--- config.mk ---
export PLATFORM = sky130hd
export DESIGN_NAME = bp_be_fma_wb_scheduler
export DESIGN_NICKNAME = d
export VERILOG_FILES = /design/src/rtl/bp_be_fma_wb_scheduler.sv
export SDC_FILE = /design/constraint.sdc
export NUM_CORES = 1
export LEC_CHECK = 0
export BUFFER_PORTS_ARGS = -buffer_cell sky130_fd_sc_hd__buf_2
export CAP_MARGIN = 20
export CORE_AREA = 2 2 39 41
export CTS_CLUSTER_DIAMETER = 100
export DETAILED_ROUTE_END_ITERATION = 10
export DIE_AREA = 0 0 41 43
export PLACE_DENSITY = 0.68
export SKIP_LAST_GASP = 1
export SLEW_MARGIN = 25
export SYNTH_ARGS = -nofsm -noshare
export SYNTH_HDL_FRONTEND = slang
export SYNTH_SLANG_ARGS = --single-unit
--- constraint.sdc ---
create_clock -name clk_i -period 1.6 [get_ports clk_i]
set_clock_uncertainty 0.15 [all_clocks]
set_input_delay 0.08 -clock clk_i [delete_from_list [all_inputs] [get_ports clk_i]]
set_output_delay 0.08 -clock clk_i [all_outputs]
set_load 0.02 [all_outputs]
--- src/rtl/bp_be_fma_wb_scheduler.sv ---
//------------------------------------------------------------------------------
// bp_be_fma_wb_scheduler: issue/writeback-slot scheduler for the shared FMA pipe
// and the FP register-file writeback port (shared with the FP aux pipe).
// Optional perf counters: define BP_BE_FMA_SCHED_PERF_EN.
// Revision: 1.0
//------------------------------------------------------------------------------
`default_nettype none

module bp_be_fma_wb_scheduler #(
   parameter int imul_latency_p = 4,
   parameter int fma_latency_p  = 5,
   parameter int aux_latency_p  = 2,
   parameter int starve_limit_p = 4
) (
   input  logic        clk_i,
   input  logic        reset_n_i,
   input  logic        flush_i,
   input  logic        imul_v_i,
   output logic        imul_ready_o,
   input  logic        fma_v_i,
   output logic        fma_ready_o,
   input  logic        aux_v_i,
   output logic        aux_ready_o,
   output logic        pipe_v_o,
   output logic        pipe_imul_o,
   output logic        imul_wb_v_o,
   output logic        fp_wb_fma_o,
   output logic        fp_wb_aux_o,
`ifdef BP_BE_FMA_SCHED_PERF_EN
   output logic [31:0] perf_fma_stall_o,
   output logic [31:0] perf_aux_stall_o,
   output logic [31:0] perf_hold_o,
`endif
   output logic        idle_o
);

   localparam int cnt_w_lp = $clog2(starve_limit_p + 1);

   logic [fma_latency_p:1]  resv_fma_q, resv_fma_d;
   logic [fma_latency_p:1]  resv_aux_q, resv_aux_d;
   logic [imul_latency_p:1] imul_pipe_q, imul_pipe_d;
   logic                    rr_fma_q, rr_fma_d;
   logic [cnt_w_lp-1:0]     starve_q, starve_d;

   logic hold;
   logic aux_slot_free;
   logic fma_elig;
   logic imul_elig;

   always_comb begin
      hold          = (starve_q >= cnt_w_lp'(starve_limit_p));
      // Slot L after this edge's shift is what sits at bit L+1 right now.
      aux_slot_free = ~resv_fma_q[aux_latency_p+1] & ~resv_aux_q[aux_latency_p+1];

      aux_ready_o   = reset_n_i & ~flush_i & aux_v_i & aux_slot_free;
      // Nothing is ever reserved beyond fma_latency_p, so fma's slot is always open.
      fma_elig      = reset_n_i & ~flush_i & fma_v_i & ~hold;
      imul_elig     = reset_n_i & ~flush_i & imul_v_i;

      imul_ready_o  = imul_elig & (~fma_elig | ~rr_fma_q);
      fma_ready_o   = fma_elig & (~imul_elig | rr_fma_q);
      pipe_v_o      = imul_ready_o | fma_ready_o;
      pipe_imul_o   = imul_ready_o;

      imul_wb_v_o   = reset_n_i & imul_pipe_q[1];
      fp_wb_fma_o   = reset_n_i & resv_fma_q[1];
      fp_wb_aux_o   = reset_n_i & resv_aux_q[1];
      idle_o        = ~reset_n_i | ~(|resv_fma_q | |resv_aux_q | |imul_pipe_q);
   end

   always_comb begin
      resv_fma_d  = resv_fma_q >> 1;
      resv_aux_d  = resv_aux_q >> 1;
      imul_pipe_d = imul_pipe_q >> 1;
      resv_fma_d[fma_latency_p]   = fma_ready_o;
      resv_aux_d[aux_latency_p]   = resv_aux_d[aux_latency_p] | aux_ready_o;
      imul_pipe_d[imul_latency_p] = imul_ready_o;

      rr_fma_d = rr_fma_q;
      if (imul_ready_o) begin
         rr_fma_d = 1'b1;
      end else if (fma_ready_o) begin
         rr_fma_d = 1'b0;
      end

      starve_d = '0;
      if (aux_v_i && !aux_ready_o) begin
         starve_d = hold ? starve_q : starve_q + cnt_w_lp'(1);
      end

      if (flush_i) begin
         resv_fma_d  = '0;
         resv_aux_d  = '0;
         imul_pipe_d = '0;
         rr_fma_d    = 1'b0;
         starve_d    = '0;
      end
   end

   always_ff @(posedge clk_i) begin
      if (!reset_n_i) begin
         resv_fma_q  <= '0;
         resv_aux_q  <= '0;
         imul_pipe_q <= '0;
         rr_fma_q    <= 1'b0;
         starve_q    <= '0;
      end else begin
         resv_fma_q  <= resv_fma_d;
         resv_aux_q  <= resv_aux_d;
         imul_pipe_q <= imul_pipe_d;
         rr_fma_q    <= rr_fma_d;
         starve_q    <= starve_d;
      end
   end

`ifdef BP_BE_FMA_SCHED_PERF_EN
   logic [31:0] perf_fma_stall_q, perf_fma_stall_d;
   logic [31:0] perf_aux_stall_q, perf_aux_stall_d;
   logic [31:0] perf_hold_q, perf_hold_d;

   // Free-running wrap-around counters; flush deliberately leaves them alone.
   always_comb begin
      perf_fma_stall_d = perf_fma_stall_q + {31'd0, fma_v_i & ~fma_ready_o};
      perf_aux_stall_d = perf_aux_stall_q + {31'd0, aux_v_i & ~aux_ready_o};
      perf_hold_d      = perf_hold_q + {31'd0, hold};
   end

   always_ff @(posedge clk_i) begin
      if (!reset_n_i) begin
         perf_fma_stall_q <= '0;
         perf_aux_stall_q <= '0;
         perf_hold_q      <= '0;
      end else begin
         perf_fma_stall_q <= perf_fma_stall_d;
         perf_aux_stall_q <= perf_aux_stall_d;
         perf_hold_q      <= perf_hold_d;
      end
   end

   assign perf_fma_stall_o = perf_fma_stall_q;
   assign perf_aux_stall_o = perf_aux_stall_q;
   assign perf_hold_o      = perf_hold_q;
`endif

`ifndef SYNTHESIS
   always_ff @(posedge clk_i) begin
      if (reset_n_i) begin
         assert (!(fp_wb_fma_o && fp_wb_aux_o));
         assert (!(imul_ready_o && fma_ready_o));
      end
   end
`endif

endmodule

`default_nettype wire

==> qor.txt <==
CTS tree - built
R2r startpoint - starve_q[0]
Failing checks - negative setup slack
Seq cells post-synth - 15
Hold Startpoint - fma_v_i
Synthesized cell area - 583 um^2
Static leakage - 0.000373 uW
Register area share after synthesis - 0.515
Worst slew margin - 0.762
Synth top cells by count - dfxtp_1, and2_1, and3_1, nor2_1
Remaining antenna violation count - 0
Post-Layout Inst Area - 741 um^2
Clock transition at path regs - 0.08 ns
Avg WL per Cell - 10.1 um
Startpoint types - flip-flop
Clock Latency Late Sink - 0.27 ns
Power Density - 865 nW/um^2
Mapped Cells - 55
Yosys warning count - 0
Placed insts - 83
Share of the clock period used by the worst path - 1.09
Pwr Total - 641 uW
Peak VDD IR - 0.506 mV
Die ar. - 1760 um^2
Outcome - complete, but fails checks
R2R Setup Slk - 0.45 ns
Critical path peak fanout - 2
GRT Overall Usage - 0.128
Slew Limit Fails - 0
Vias - 430
Antenna violations before repair - 0
Root Buffer - clkbuf_4
Clk sinks - 15
WP data required - 1.37 ns
Largest net degree at the start of global routing - 17
Hold WC Path Type - in2reg
Netlist cell types - 23
Initial Utilization - 0.421
Avg Inst Size Synth - 10.6 um^2
Setup WS post-layout - -0.139 ns
Number of global-route vias before repair - 396
Min cycle time layout - 1.74 ns
Final Setup Violations - 1
Placer Congestion - 0.657
I/O Buffers - 14
Die Y - 43 um
Longest Clk Path Bufs - 2
Post-Layout Cell Count - 91
Layout cell share with drive strength beyond 1 - 0.293
DRT Pass-1 Iters - 3
Crit path DAT - 1.51 ns
Yosys top cell by area - dfxtp_1
Core area - 1380 um^2
Vias per cell - 4.73
Main synth FF type - dfxtp_1
Most common cell in the netlist - dfxtp_1
Worst-Margin Slew - 0.357 ns
Fmax - 575 MHz
Hold EP - rr_fma_q
R2R depth - 4
Worst setup EP type - primary output
Synth-to-Final Area Change - 27.0%
Cell row count - 14
Top cell type's share of synthesized area - 0.515
I/O pin count - 15
Final count of hold timing violations - 0
GR Overflow Total - 0
Drc violations - 0
Largest cells by area after synthesis - dfxtp_1, and2_1, and3_1, ha_1, and3b_1
Post-synth EDFFs - 0
Net Count, Synth - 63
Drt initial violations - 1
WS Path Type - reg2out
CTS Buf Count - 3
ANT cells - 0
Max H-tree Level - 1
Dpl hpwl - 707 um
DP Worst Slack - 0.110 ns
Placed inst area - 661 um^2
Fin nets - 84
Max cap viols - 0
Fillers - 125
Asr flop ratio synth - 0
Routed wire length - 915 um
First-pass GRT wire length - 1.51 mm
Die Width - 41 um
RSZ-0062 raised after global routing - true
RR Endpoint - starve_q[1]
Hold depth - 3
[cells in the final DEF, fill, tap and decap left out, types with 2 or more instances in the layout]
cell / count
and2_1: 10
buf_2: 13
clkbuf_4: 3
nor2_1: 4
and3_1: 4
dlygate4sd3_1: 3
ha_1: 2
and3b_1: 2
inv_1: 2
dfxtp_1: 14
[logic make-up after synthesis]
| logic type | count (synthesis) | synth area share |
|---|---|---|
| compound gates | 3 | 0.0515 |
| xor+xnor | 1 | 0.0150 |
| fa+ha+maj | 2 | 0.0429 |
| buf+inv | 4 | 0.0343 |
| flops | 15 | 0.515 |
| mux | 1 | 0.0172 |
| simple gates | 29 | 0.324 |
[area by class of cell]
type,count,area [um^2],area share
clock buffers,4,26.3,0.0355
inverters,2,7.51,0.0101
multi-input cells,36,272,0.367
flip-flops and latches,15,302,0.407
well taps,16,20.0,0.0270
repair buffers,18,114,0.154
[report_power, final]
group	switching (uW)	total (uW)	internal, uW
registers	2.57	381	378
clock network	103	200	96.4
logic	30.5	60.3	29.8
[sequential cells by signal, indices dropped and copies added, names as in the netlist]
| name | count |
|---|---|
| imul_pipe_q | 4 |
| resv_aux_q | 2 |
| resv_fma_q | 5 |
| rr_fma_q | 1 |
| starve_q | 3 |
[metal layers]
metal	global-route usage	vias to the layer above	wire, um	part of all wire
li1	-	227	-	-
met5	0	-	0	0
met3	0.0628	2	41	0.045
met1	0.145	189	428	0.47
met2	0.200	12	434	0.47
met4	0.0400	0	10	0.011
[worst max-delay path, stage by stage (launching register included)]
cell     delay (ns)
dfxtp_1        0.31
or4_4          0.55
o31ai_4        0.24
buf_6          0.15
[worst max-delay path by stage]
stage,from,endpoint,slack [ns],cells after the start
after global routing,imul_pipe_q[1],idle_o,-0.20,3
after floorplan,imul_pipe_q[1],idle_o,0.12,2
after detailed placement,imul_pipe_q[1],idle_o,0.11,3
after CTS,resv_fma_q[2],idle_o,-0.16,3
after global placement,resv_fma_q[3],idle_o,0.15,3
final,imul_pipe_q[1],idle_o,-0.14,3
[timing repair]
item / in CTS / in global routing
resized for setup: 2 / 2
hold buffers: 3 / 0
setup endpoints to repair: 1 / 1
pin swaps: 1 / 1
buffers inserted: 1 / 0
endpoints found under the hold margin: 6 / 0
[stage by stage]
stage / setup TNS (ns) / hold WS [ns] / utilization
finish: -0.139 / 0.0235 / 0.535
global route: -0.199 / 0.0340 / 0.535
CTS: -0.161 / 0.0184 / 0.526
detailed placement: 0 / 0.213 / 0.477
global placement: 0 / 0.207 / 0.477
floorplan: 0 / 0.0678 / -
No activity file was read; power rests on OpenSTA's default activity.
